===== config.mk =====
export PLATFORM = sky130hd
export DESIGN_NAME = usart_tx_sequencer
export DESIGN_NICKNAME = d
export VERILOG_FILES = /design/src/rtl/usart_seq_pkg.sv /design/src/rtl/usart_msg_buf.sv /design/src/rtl/usart_tx_sequencer.sv
export SDC_FILE = /design/constraint.sdc
export NUM_CORES = 1
export LEC_CHECK = 0
export BUFFER_PORTS_ARGS = -buffer_cell sky130_fd_sc_hd__clkbuf_2
export CORE_MARGIN = 1
export CORE_UTILIZATION = 60
export CTS_BUF_LIST = sky130_fd_sc_hd__clkbuf_16
export DETAILED_ROUTE_END_ITERATION = 8
export MAX_ROUTING_LAYER = met4
export PLACE_DENSITY = 0.83
export SLEW_MARGIN = 40
export SYNTH_ARGS = -nofsm -noshare
export SYNTH_HDL_FRONTEND = slang
export SYNTH_SLANG_ARGS = --single-unit

===== constraint.sdc =====
create_clock -name clock -period 7.5 [get_ports clock]
set_clock_uncertainty 0.2 [all_clocks]
set_input_delay 0.75 -clock clock [delete_from_list [all_inputs] [get_ports clock]]
set_output_delay 0.75 -clock clock [all_outputs]
set_load 0.03 [all_outputs]

===== src/rtl/usart_seq_pkg.sv =====
// Shared types and default sizing for the USART transmit sequencer.
package usart_seq_pkg;

  localparam int DEF_DEPTH       = 64;
  localparam int DEF_AW          = 6;
  localparam int DEF_GAP_W       = 16;
  localparam int DEF_ACK_TIMEOUT = 255;

  typedef enum logic [2:0] {
    IDLE,
    LOAD,
    SEND,
    WAIT_ACK,
    WAIT_DONE,
    END,
    GAP
  } seq_state_e;

endpackage


===== src/rtl/usart_msg_buf.sv =====
// Message RAM: one synchronous write port, one registered read port whose
// output register doubles as the byte presented to the USART.
module usart_msg_buf #(
  parameter int DEPTH = 64,
  parameter int AW    = 6
) (
  input  logic          clock,
  input  logic          reset,
  input  logic          wr_en,
  input  logic [AW-1:0] wr_addr,
  input  logic [7:0]    wr_data,
  input  logic          rd_en,
  input  logic [AW-1:0] rd_addr,
  output logic [7:0]    rd_data
);

  logic [7:0] mem_q [DEPTH];
  logic [7:0] rd_data_q;

  // Storage is never reset so a message survives a sequencer reset.
  always_ff @(posedge clock) begin
    if (wr_en) mem_q[wr_addr] <= wr_data;
  end

  // Read register only loads on rd_en, so later writes to the same
  // address cannot disturb a byte already latched for transmission.
  always_ff @(posedge clock or negedge reset) begin
    if (!reset)     rd_data_q <= '0;
    else if (rd_en) rd_data_q <= mem_q[rd_addr];
  end

  assign rd_data = rd_data_q;

endmodule


===== src/rtl/usart_tx_sequencer.sv =====
// Streams a stored message byte by byte into my_usart over a start/ready
// handshake, with optional repetition separated by a programmable gap.
module usart_tx_sequencer
  import usart_seq_pkg::*;
#(
  parameter int DEPTH       = DEF_DEPTH,
  parameter int AW          = DEF_AW,
  parameter int GAP_W       = DEF_GAP_W,
  parameter int ACK_TIMEOUT = DEF_ACK_TIMEOUT
) (
  input  logic             clock,
  input  logic             reset,
  input  logic             wr_en,
  input  logic [AW-1:0]    wr_addr,
  input  logic [7:0]       wr_data,
  input  logic [AW:0]      msg_len,
  input  logic             start,
  input  logic             stop,
  input  logic             repeat_en,
  input  logic [GAP_W-1:0] gap_cycles,
  input  logic             tx_ready,
  output logic [7:0]       tx_data,
  output logic             tx_start,
  output logic             busy,
  output logic             done,
  output logic             err,
  output logic [AW-1:0]    byte_idx
);

  localparam int LW    = AW + 1;
  localparam int ACK_W = $clog2(ACK_TIMEOUT + 1);

  seq_state_e       state_q;
  logic [AW:0]      len_q;
  logic [GAP_W-1:0] gap_q;
  logic [GAP_W-1:0] gap_cnt_q;
  logic [ACK_W-1:0] ack_cnt_q;
  logic [AW-1:0]    byte_idx_q;
  logic             stop_q;
  logic             tx_start_q;
  logic             busy_q;
  logic             done_q;
  logic             err_q;

  logic             stop_eff;
  logic             last_byte;
  logic             rd_en;

  assign stop_eff  = stop_q | stop;
  assign last_byte = ({1'b0, byte_idx_q} == (len_q - LW'(1)));
  assign rd_en     = (state_q == LOAD);

  usart_msg_buf #(
    .DEPTH (DEPTH),
    .AW    (AW)
  ) u_buf (
    .clock   (clock),
    .reset   (reset),
    .wr_en   (wr_en),
    .wr_addr (wr_addr),
    .wr_data (wr_data),
    .rd_en   (rd_en),
    .rd_addr (byte_idx_q),
    .rd_data (tx_data)
  );

  always_ff @(posedge clock or negedge reset) begin
    if (!reset) begin
      state_q    <= IDLE;
      len_q      <= '0;
      gap_q      <= '0;
      gap_cnt_q  <= '0;
      ack_cnt_q  <= '0;
      byte_idx_q <= '0;
      stop_q     <= 1'b0;
      tx_start_q <= 1'b0;
      busy_q     <= 1'b0;
      done_q     <= 1'b0;
      err_q      <= 1'b0;
    end else begin
      tx_start_q <= 1'b0;
      done_q     <= 1'b0;
      if (state_q != IDLE && stop) stop_q <= 1'b1;

      case (state_q)
        IDLE: begin
          // Clearing here also drops a stop raised alongside an accepted start.
          stop_q <= 1'b0;
          if (start) begin
            if (msg_len != '0) begin
              len_q      <= msg_len;
              gap_q      <= gap_cycles;
              byte_idx_q <= '0;
              err_q      <= 1'b0;
              busy_q     <= 1'b1;
              state_q    <= LOAD;
            end else begin
              done_q <= 1'b1;
            end
          end
        end

        LOAD: state_q <= SEND;

        SEND: begin
          if (tx_ready) begin
            tx_start_q <= 1'b1;
            ack_cnt_q  <= '0;
            state_q    <= WAIT_ACK;
          end
        end

        WAIT_ACK: begin
          if (!tx_ready) begin
            state_q <= WAIT_DONE;
          end else if (ack_cnt_q == ACK_W'(ACK_TIMEOUT - 1)) begin
            err_q   <= 1'b1;
            done_q  <= 1'b1;
            busy_q  <= 1'b0;
            state_q <= IDLE;
          end else begin
            ack_cnt_q <= ack_cnt_q + ACK_W'(1);
          end
        end

        WAIT_DONE: begin
          if (tx_ready) begin
            if (stop_eff) begin
              done_q  <= 1'b1;
              busy_q  <= 1'b0;
              state_q <= IDLE;
            end else if (last_byte) begin
              state_q <= END;
            end else begin
              byte_idx_q <= byte_idx_q + AW'(1);
              state_q    <= LOAD;
            end
          end
        end

        END: begin
          if (stop_eff || !repeat_en) begin
            done_q  <= 1'b1;
            busy_q  <= 1'b0;
            state_q <= IDLE;
          end else if (gap_q != '0) begin
            gap_cnt_q <= '0;
            state_q   <= GAP;
          end else begin
            byte_idx_q <= '0;
            state_q    <= LOAD;
          end
        end

        GAP: begin
          if (stop_eff) begin
            done_q  <= 1'b1;
            busy_q  <= 1'b0;
            state_q <= IDLE;
          end else if (gap_cnt_q == (gap_q - GAP_W'(1))) begin
            byte_idx_q <= '0;
            state_q    <= LOAD;
          end else begin
            gap_cnt_q <= gap_cnt_q + GAP_W'(1);
          end
        end

        default: begin
          busy_q  <= 1'b0;
          state_q <= IDLE;
        end
      endcase
    end
  end

  assign tx_start = tx_start_q;
  assign busy     = busy_q;
  assign done     = done_q;
  assign err      = err_q;
  assign byte_idx = byte_idx_q;

endmodule


# Word-level counts from Yosys, hierarchy flattened
# Memories as Yosys holds them, arrays and structs flattened. A register that Yosys moved wholly into a read port is not among the register bits.
# Index checks and enable logic that the tools add are counted.
[totals]
ramBits = 512
mem_count = 1
inputBits = 44
elab_cells = 126
output_inout_bits = 18
regBits = 61
mem_bits_ro = 0
latch_bits = 0
[memory_table]
columns = ["name", "depth", "word_bits", "read_ports", "rd_clocked_by_memory_dff", "write_ports", "line", "rtl"]
rows = [
  ["u_buf.mem_q", 64, 8, 1, 1, 1, "usart_msg_buf.sv:17", "logic [7:0] mem_q [DEPTH];"],
]
[classes]
bitwise = 2
div = 0
reduce_logical = 21
eq_ne = 27
mul = 0
muxes = 59
n_lt_le_gt_ge = 0
n_shift = 0
addsub = 5
[op_table]
columns = ["operator", "count"]
rows = [
  ["$mux W16", 4],
  ["$mux W6", 9],
  ["$mux W3", 12],
  ["$ne A2 B2 Y1 const B", 16],
  ["$pmux W16 S2", 1],
  ["$mux W1", 24],
  ["$mux W8", 3],
  ["$pmux W6 S4", 1],
  ["$pmux W3 S7", 1],
  ["$add A16 B1 Y16 const B", 1],
  ["$eq A16 B16 Y1", 1],
  ["$pmux W8 S2", 1],
  ["$reduce_bool A16 Y1", 1],
  ["$sub A16 B1 Y16 const B", 1],
  ["$reduce_and A10 Y1", 1],
  ["$reduce_and A5 Y1", 2],
  ["$eq A3 B3 Y1 const B", 3],
  ["$add A8 B1 Y8 const B", 1],
  ["$eq A8 B8 Y1 const B", 1],
  ["$reduce_bool A2 Y1", 4],
  ["$eq A6 B7 Y1", 1],
  ["$reduce_and A7 Y1", 1],
  ["$reduce_bool A7 Y1", 1],
  ["$sub A7 B1 Y7 const B", 1],
  ["19 further kinds", 22],
]

# Longest topological paths before layout
# Gate-level depths: netlist of the first run.
[depth]
ltp_word = 6
mapped_depth = 12
mapped_depth_nobuf = 10

# Hierarchy
# From an unflattened synthesis of the first run, not the netlist that was laid out.
[hier_totals]
cells_unflattened = 1339
area_unflattened_um2 = 23978.0
[modules_own_cells]
columns = ["mod", "seq_area_each_um2", "cells_each", "n_inst", "area_each_um2"]
rows = [
  ["usart_msg_buf", 15574.9, 939, 1, 20226.9],
  ["usart_tx_sequencer", 1526.5, 400, 1, 3751.1],
]

# Worst setup path after synthesis of the first run
# OpenSTA, ideal clock, no wires.
[synth_timing]
path_kind = "reg2reg"
startpoint = "register byte_idx_q[0], in the netlist byte_idx[0]"
endpoint = "register u_buf.rd_data_q[0], in the netlist u_buf.rd_data[0], read port of u_buf.mem_q"
t_required_ps = 7175
slack_ps = 4178
path_buffers = 2
t_arrival_ps = 2997
path_stages_with_launch = 7
path_cell_list = "dfrtp_1 > clkbuf_1 > buf_1 > mux4_2 > mux4_2 > mux4_2 > mux2_2"
[synth_rtl]
columns = ["item", "line", "rtl"]
rows = [
  ["start, declared", "usart_tx_sequencer.sv:38", "logic [AW-1:0] byte_idx_q;"],
  ["start signal, assigned", "usart_tx_sequencer.sv:135", "byte_idx_q <= byte_idx_q + AW'(1);"],
  ["end, declared", "usart_msg_buf.sv:18", "logic [7:0] rd_data_q;"],
]

==> results.sh, run 1 <==
export IMPL_clockBufferDepth=3
export IMPL_cp_max_fo=26
export IMPL_crit_type="reg -> reg"
export IMPL_final_cell_mix="512 x edfxtp_1, 168 x mux4_2, 64 x dfrtp_1"
export IMPL_htree_levels=2
export IMPL_syn_inst=1269
export IMPL_slew_limit_headroom=0.3644
export IMPL_die_width_um=201.8
export IMPL_synth_area_um2=23960
export IMPL_slew_viol_final=0
export IMPL_track_usage=0.2858
export IMPL_die_area_um2=40730
export IMPL_place_congestion=0.8217
export IMPL_routed_wl_mm=55.16
export IMPL_yosys_area_share_adder=0.003656
export IMPL_finalPower_uw=8073
export IMPL_grt_pass1_wl_mm=81.90
export IMPL_dr_pass1_iters=7
export IMPL_area_growth_pct=11.41
export IMPL_avgViaCountPerCell=6.707
export IMPL_reg2reg_depth=6
export IMPL_setup_viol=0
export IMPL_place_area_um2=24920
export IMPL_drive_above_1_share=0.3031
export IMPL_synthSimpleGateAreaFrac=0.05813
export IMPL_cts_hold_buf=0
export IMPL_cts_buffers=55
export IMPL_grt_pass1_vias=12840
export IMPL_hold_viol_final=0
export IMPL_ys_warn_count=0
export IMPL_synth_xor_area_frac=0.01060
export IMPL_ys_seq_area_frac=0.7138
export IMPL_start_util=0.6142
export IMPL_path_clk_slew_ps=60
export IMPL_nNetsFinal=1384
export IMPL_numClockSinks=581
export IMPL_rsz0062_at_grt="no"
export IMPL_worstMarginPinSlew_ps=949.8
export IMPL_period_minus_slack_ps=3930
export IMPL_setup_tns_final_ps=0
export IMPL_synth_compound_area_frac=0.02376
export IMPL_rows=72
export IMPL_nFillCells=2350
export IMPL_dpl_hpwl_mm=31.83
export IMPL_peakVddDrop_v=0.0002444
export IMPL_fmax_ghz=0.2545
export IMPL_via_count=12740
export IMPL_io_pins=62
export IMPL_stdcell_count=1900
export IMPL_synth_edf_count=512
export IMPL_synthFlopType="edfxtp_1"
export IMPL_cts_repair_resized=0
export IMPL_die_y_um=201.8
export IMPL_cp_data_required_time_ps=7790
export IMPL_synth_top_family_by_area="multiplexers"
export IMPL_hold_path_class="in -> async"
export IMPL_drv_cap=0
export IMPL_cts_setup_buffers=0
export IMPL_grt_overflow_total=0
export IMPL_arrival_ps=4220
export IMPL_route_detailed_drc=0
export IMPL_synth_seq_cells=581
export IMPL_avgRoutedWirePerCell_um=29.03
export IMPL_clk_latency_ps=620
export IMPL_async_reset_ff_frac=0.1188
export IMPL_muxShareOfSynthArea=0.1769
export IMPL_synth_nets=1320
export IMPL_core_area_um2=39010
export IMPL_p_leak_uw=0.008562
export IMPL_synth_area_per_cell_um2=18.88
export IMPL_synth_cell_types=69
export IMPL_clockRootBuffer="clkbuf_16"
export IMPL_fin_area_um2=26690
export IMPL_power_per_cell_area_nw_per_um2=302.5
export IMPL_antenna_left=0
export IMPL_final_common_cell="edfxtp_1"
export IMPL_first_iter_violations=1567
export IMPL_cts_tree="yes"
export IMPL_cp_start_kind="flip-flop"
export IMPL_portBuffers=61
export IMPL_end_kind="flip-flop"
export IMPL_status="finished, final reports clean"
export IMPL_antenna_found_initial=2
export IMPL_dp_cells=1794
export IMPL_grt_max_degree=70
export IMPL_post_route_period_util=0.5239
-- final cells by class --
type                       count  area, um^2  share of cell area
antenna                        3       7.507           0.0002813
inverter                      11       41.29            0.001547
multi-input combinational    610        6665              0.2497
tap                          518       648.1             0.02428
clock buffer                  55        1376             0.05156
sequential                   581       17110              0.6411
timing repair buffer          74       478.0             0.01791
clock inverter                48       362.8             0.01359
-- metal layers --
layer,global-route usage,vias to the layer above,routed length (um)
li1,-,5285,-
met1,0.3750,6615,20600
met2,0.4606,720,28170
met3,0.04837,123,4567
met4,0.09551,0,1819
met5,-,-,0
-- path summary, 6_finish.rpt --
path,endpoint,start,slack [ps]
min reg2reg,gap_cnt_q[14]$_DFFE_PN0P_,gap_cnt_q[14]$_DFFE_PN0P_,320
max,u_buf.rd_data[5]$_DFFE_PN0P_,byte_idx[0]$_DFFE_PN0P_,3570
max in group asynchronous,byte_idx[0]$_DFFE_PN0P_,reset,6530
min in group clock,gap_q[15]$_DFFE_PN0P_,gap_cycles[15],180
max reg2reg,u_buf.rd_data[5]$_DFFE_PN0P_,byte_idx[0]$_DFFE_PN0P_,3570
min,len_q[6]$_DFFE_PN0P_,reset,40
-- logic make-up (layout without fill, tap and decap cells) --
group | Yosys count | in the layout
AOI/OAI and AO/OA | 85 | 85
buffers and inverters | 78 | 188
DFF | 581 | 581
other | 0 | 3
muxes | 209 | 209
xor gates and xnor gates | 29 | 29
and+or+nand+nor | 280 | 280
adders and majority gates | 7 | 7
-- synthesized netlist by cell type, types with 9 or more instances --
cell type  count  area share
dfrtp_1       69       0.072
nor2_1       103       0.016
nand2_1       58      0.0091
nor2b_1        9      0.0023
nand4_1       13      0.0034
buf_1         12      0.0019
edfxtp_1     512        0.64
a21oi_1       20      0.0042
inv_1         11      0.0017
buf_2         11      0.0023
nand3_1       19      0.0040
nor3_1        13      0.0027
o21ai_0       23      0.0048
clkbuf_1      43      0.0067
mux4_2       168        0.16
mux2_2        32       0.015
xor2_1        20      0.0073
xnor2_1        9      0.0033
-- worst max-delay path: stages, from the launching register on --
cell     delay [ps]
dfrtp_4         750
buf_12          290
buf_4           510
mux4_2          640
mux4_2          580
mux4_2          500
mux2_2          290
-- report_power, final --
group          total (uW)  switching [uW]  internal [uW]
clock network        2680            1200           1480
registers            3920             250           3670
logic                1480             767            715
total                8070            2220           5860
-- metrics by stage --
| step | util | hold slack, ps | setup slack (ps) |
|---|---|---|---|
| after floorplan | - | 254.4 | 4178 |
| after global placement | 0.6341 | 296.3 | 3399 |
| after detailed placement | 0.6389 | 310.1 | 3556 |
| after CTS | 0.6834 | 75.54 | 3504 |
| after global routing | 0.6843 | 100.6 | 3431 |
| final | 0.6843 | 39.39 | 3570 |
-- state kept, by name, summed over array words and instances (netlist names) --
| register | flops |
|---|---|
| gap_cnt_q | 16 |
| done | 1 |
| tx_start | 1 |
| u_buf.rd_data | 8 |
| len_q | 7 |
| byte_idx | 6 |
| busy | 1 |
| err | 1 |
| stop_q | 1 |
| ack_cnt_q | 8 |
| state_q | 3 |
| u_buf.mem_q | 512 |
| gap_q | 16 |
Note: power is estimated with default switching activity, not from simulation.
==> run 2: changes to the inputs <==
- clock period: 7.5 -> 3.9 ns (I/O delays scaled with it)
==> run 2 against run 1 <==
Cell count up 2.2%. Sequential share of layout area fell by 0.93 points. Combinational power increased by 100%. Critical path depth increased by 4. Global-route usage rose by 1.5 points. Core utilization rose by 1.0 points. Worst setup slack lost 3100 ps. Routed wire length increased by 3.2%. Hold slack gained 140 ps. Critical path type unchanged. Largest cell class unchanged. Highest routed layer unchanged.
==> results.sh, run 2 (synthesized netlist as in run 1, its figures left out) <==
export IMPL_status="finished, final reports clean"
export IMPL_top_regs="u_buf.mem_q x512, gap_cnt_q x16, gap_q x16"
export IMPL_route_detailed_drc=0
export IMPL_die_y_um=201.8
export IMPL_grt_max_degree=70
export IMPL_clockRootBuffer="clkbuf_16"
export IMPL_multi_input_area_um2=6648
export IMPL_r2r_setup_slack_ps=480
export IMPL_cp_start_kind="flip-flop"
export IMPL_grt_pass1_vias=13450
export IMPL_antenna_left=0
export IMPL_start_util=0.6142
export IMPL_die_width_um=201.8
export IMPL_setup_tns_final_ps=0
export IMPL_area_growth_pct=13.04
export IMPL_die_area_um2=40730
export IMPL_arrival_ps=3720
export IMPL_avgViaCountPerCell=6.762
export IMPL_finalPower_uw=15750
export IMPL_core_area_um2=39010
export IMPL_worstMarginPinSlew_ps=897.8
export IMPL_slowest_delay_ps=470
export IMPL_crit_type="reg -> reg"
export IMPL_path_clk_slew_ps=60
export IMPL_via_count=13130
export IMPL_slew_limit_headroom=0.3992
export IMPL_cts_buffers=56
export IMPL_cp_max_fo=8
export IMPL_io_pins=62
export IMPL_nFillCells=2283
export IMPL_cts_setup_buffers=0
export IMPL_cpMaxStageDelayCell="dfrtp_1"
export IMPL_clk_latency_ps=610
export IMPL_p_leak_uw=0.008758
export IMPL_power_per_cell_area_nw_per_um2=581.6
export IMPL_cts_tree="yes"
export IMPL_peakVddDrop_v=0.0004257
export IMPL_hold_path_cell_count=2
export IMPL_seqCellArea_um2=17110
export IMPL_hold_path_class="in -> reg"
export IMPL_drive_above_1_share=0.2982
export IMPL_dpl_hpwl_mm=34.26
export IMPL_rows=72
export IMPL_post_route_period_util=0.8770
export IMPL_dr_pass1_iters=5
export IMPL_hold_viol_final=0
export IMPL_clockBufferDepth=3
export IMPL_htree_levels=2
export IMPL_place_congestion=0.8459
export IMPL_avgRoutedWirePerCell_um=29.32
export IMPL_dp_cells=1805
export IMPL_numClockSinks=581
export IMPL_routed_wl_mm=56.94
export IMPL_rsz0062_at_grt="no"
export IMPL_final_common_cell="edfxtp_1"
export IMPL_first_iter_violations=1625
export IMPL_track_usage=0.3003
export IMPL_grt_overflow_total=0
export IMPL_stdcell_count=1942
export IMPL_path_cells="inv_1 -> ha_1 -> nor4b_1 -> nand3_1 -> a211o_1 -> a22oi_1 -> o21a_1 -> a21oi_2 -> or2_0 -> a221o_1"
export IMPL_period_minus_slack_ps=3420
export IMPL_antenna_found_initial=2
export IMPL_cp_data_required_time_ps=4200
export IMPL_largest_reg_flops=512
export IMPL_final_cell_mix="512 x edfxtp_1, 168 x mux4_2, 73 x nor2_1"
export IMPL_portBuffers=61
export IMPL_end_kind="flip-flop"
export IMPL_regMostFlops="u_buf.mem_q"
export IMPL_fmax_ghz=0.2924
export IMPL_drv_cap=0
export IMPL_grt_pass1_wl_mm=85.96
export IMPL_nNetsFinal=1425
export IMPL_setup_viol=0
export IMPL_reg2reg_depth=10
export IMPL_slew_viol_final=0
[run 2: critical path, delay by kind of cell, from the launching register on]
family,cells,cell delay [ps]
AOI/OAI and AO/OA,5,1330
and+or+nand+nor,3,870
DFF,1,470
adders and majority gates,1,290
buffers and inverters,1,140
[run 2: stage by stage]
step           utilization  instance area (um^2)  setup WS (ps)  hold WS (ps)
2_1_floorplan            -                 23960          578.3        -105.6
3_3_place_gp        0.6390                 24930          543.3         305.4
3_5_place_dp        0.6401                 24970          512.8         323.1
4_1_cts             0.6926                 27020          471.7         146.5
5_1_grt             0.6943                 27080          283.0         180.9
6_report            0.6943                 27080          479.7         176.3
[run 2: final cells by class]
type / instances / area share
tap: 518 / 0.02393
inverter: 11 / 0.001525
clock buffer: 56 / 0.05174
sequential: 581 / 0.6318
timing repair buffer: 114 / 0.03220
antenna: 2 / 0.0001848
multi-input combinational: 610 / 0.2455
clock inverter: 50 / 0.01312
[run 2: routing by layer]
metal | wire (um) | GRT usage | vias up | part of all wire
met5 | 0 | - | - | 0
met4 | 2297 | 0.1177 | 0 | 0.040
met3 | 5066 | 0.04757 | 153 | 0.089
met2 | 28720 | 0.4829 | 802 | 0.50
met1 | 20860 | 0.3899 | 6802 | 0.37
li1 | - | - | 5374 | -
[run 2: path summary, 6_finish.rpt]
| path | end | start |
|---|---|---|
| hold reg to reg | ack_cnt_q[0]$_DFFE_PN0P_ | ack_cnt_q[0]$_DFFE_PN0P_ |
| min in group asynchronous | len_q[4]$_DFFE_PN0P_ | reset |
| setup reg to reg | byte_idx[5]$_DFFE_PN0P_ | gap_q[0]$_DFFE_PN0P_ |
| setup / recovery | byte_idx[5]$_DFFE_PN0P_ | gap_q[0]$_DFFE_PN0P_ |
| hold / removal | u_buf.mem_q[49][4]$_DFFE_PP_ | wr_addr[1] |
| max in group asynchronous | byte_idx[1]$_DFFE_PN0P_ | reset |
[run 2: repair_timing]
item,in CTS,in global routing
hold endpoints to repair,97,0
gates resized for setup,0,0
hold buffers,29,0
[run 2: power by group]
part	total (uW)	internal, uW	switching [uW]
clock network	5220	2830	2390
logic	2960	1430	1530
registers	7570	7050	524
total	15800	11300	4440
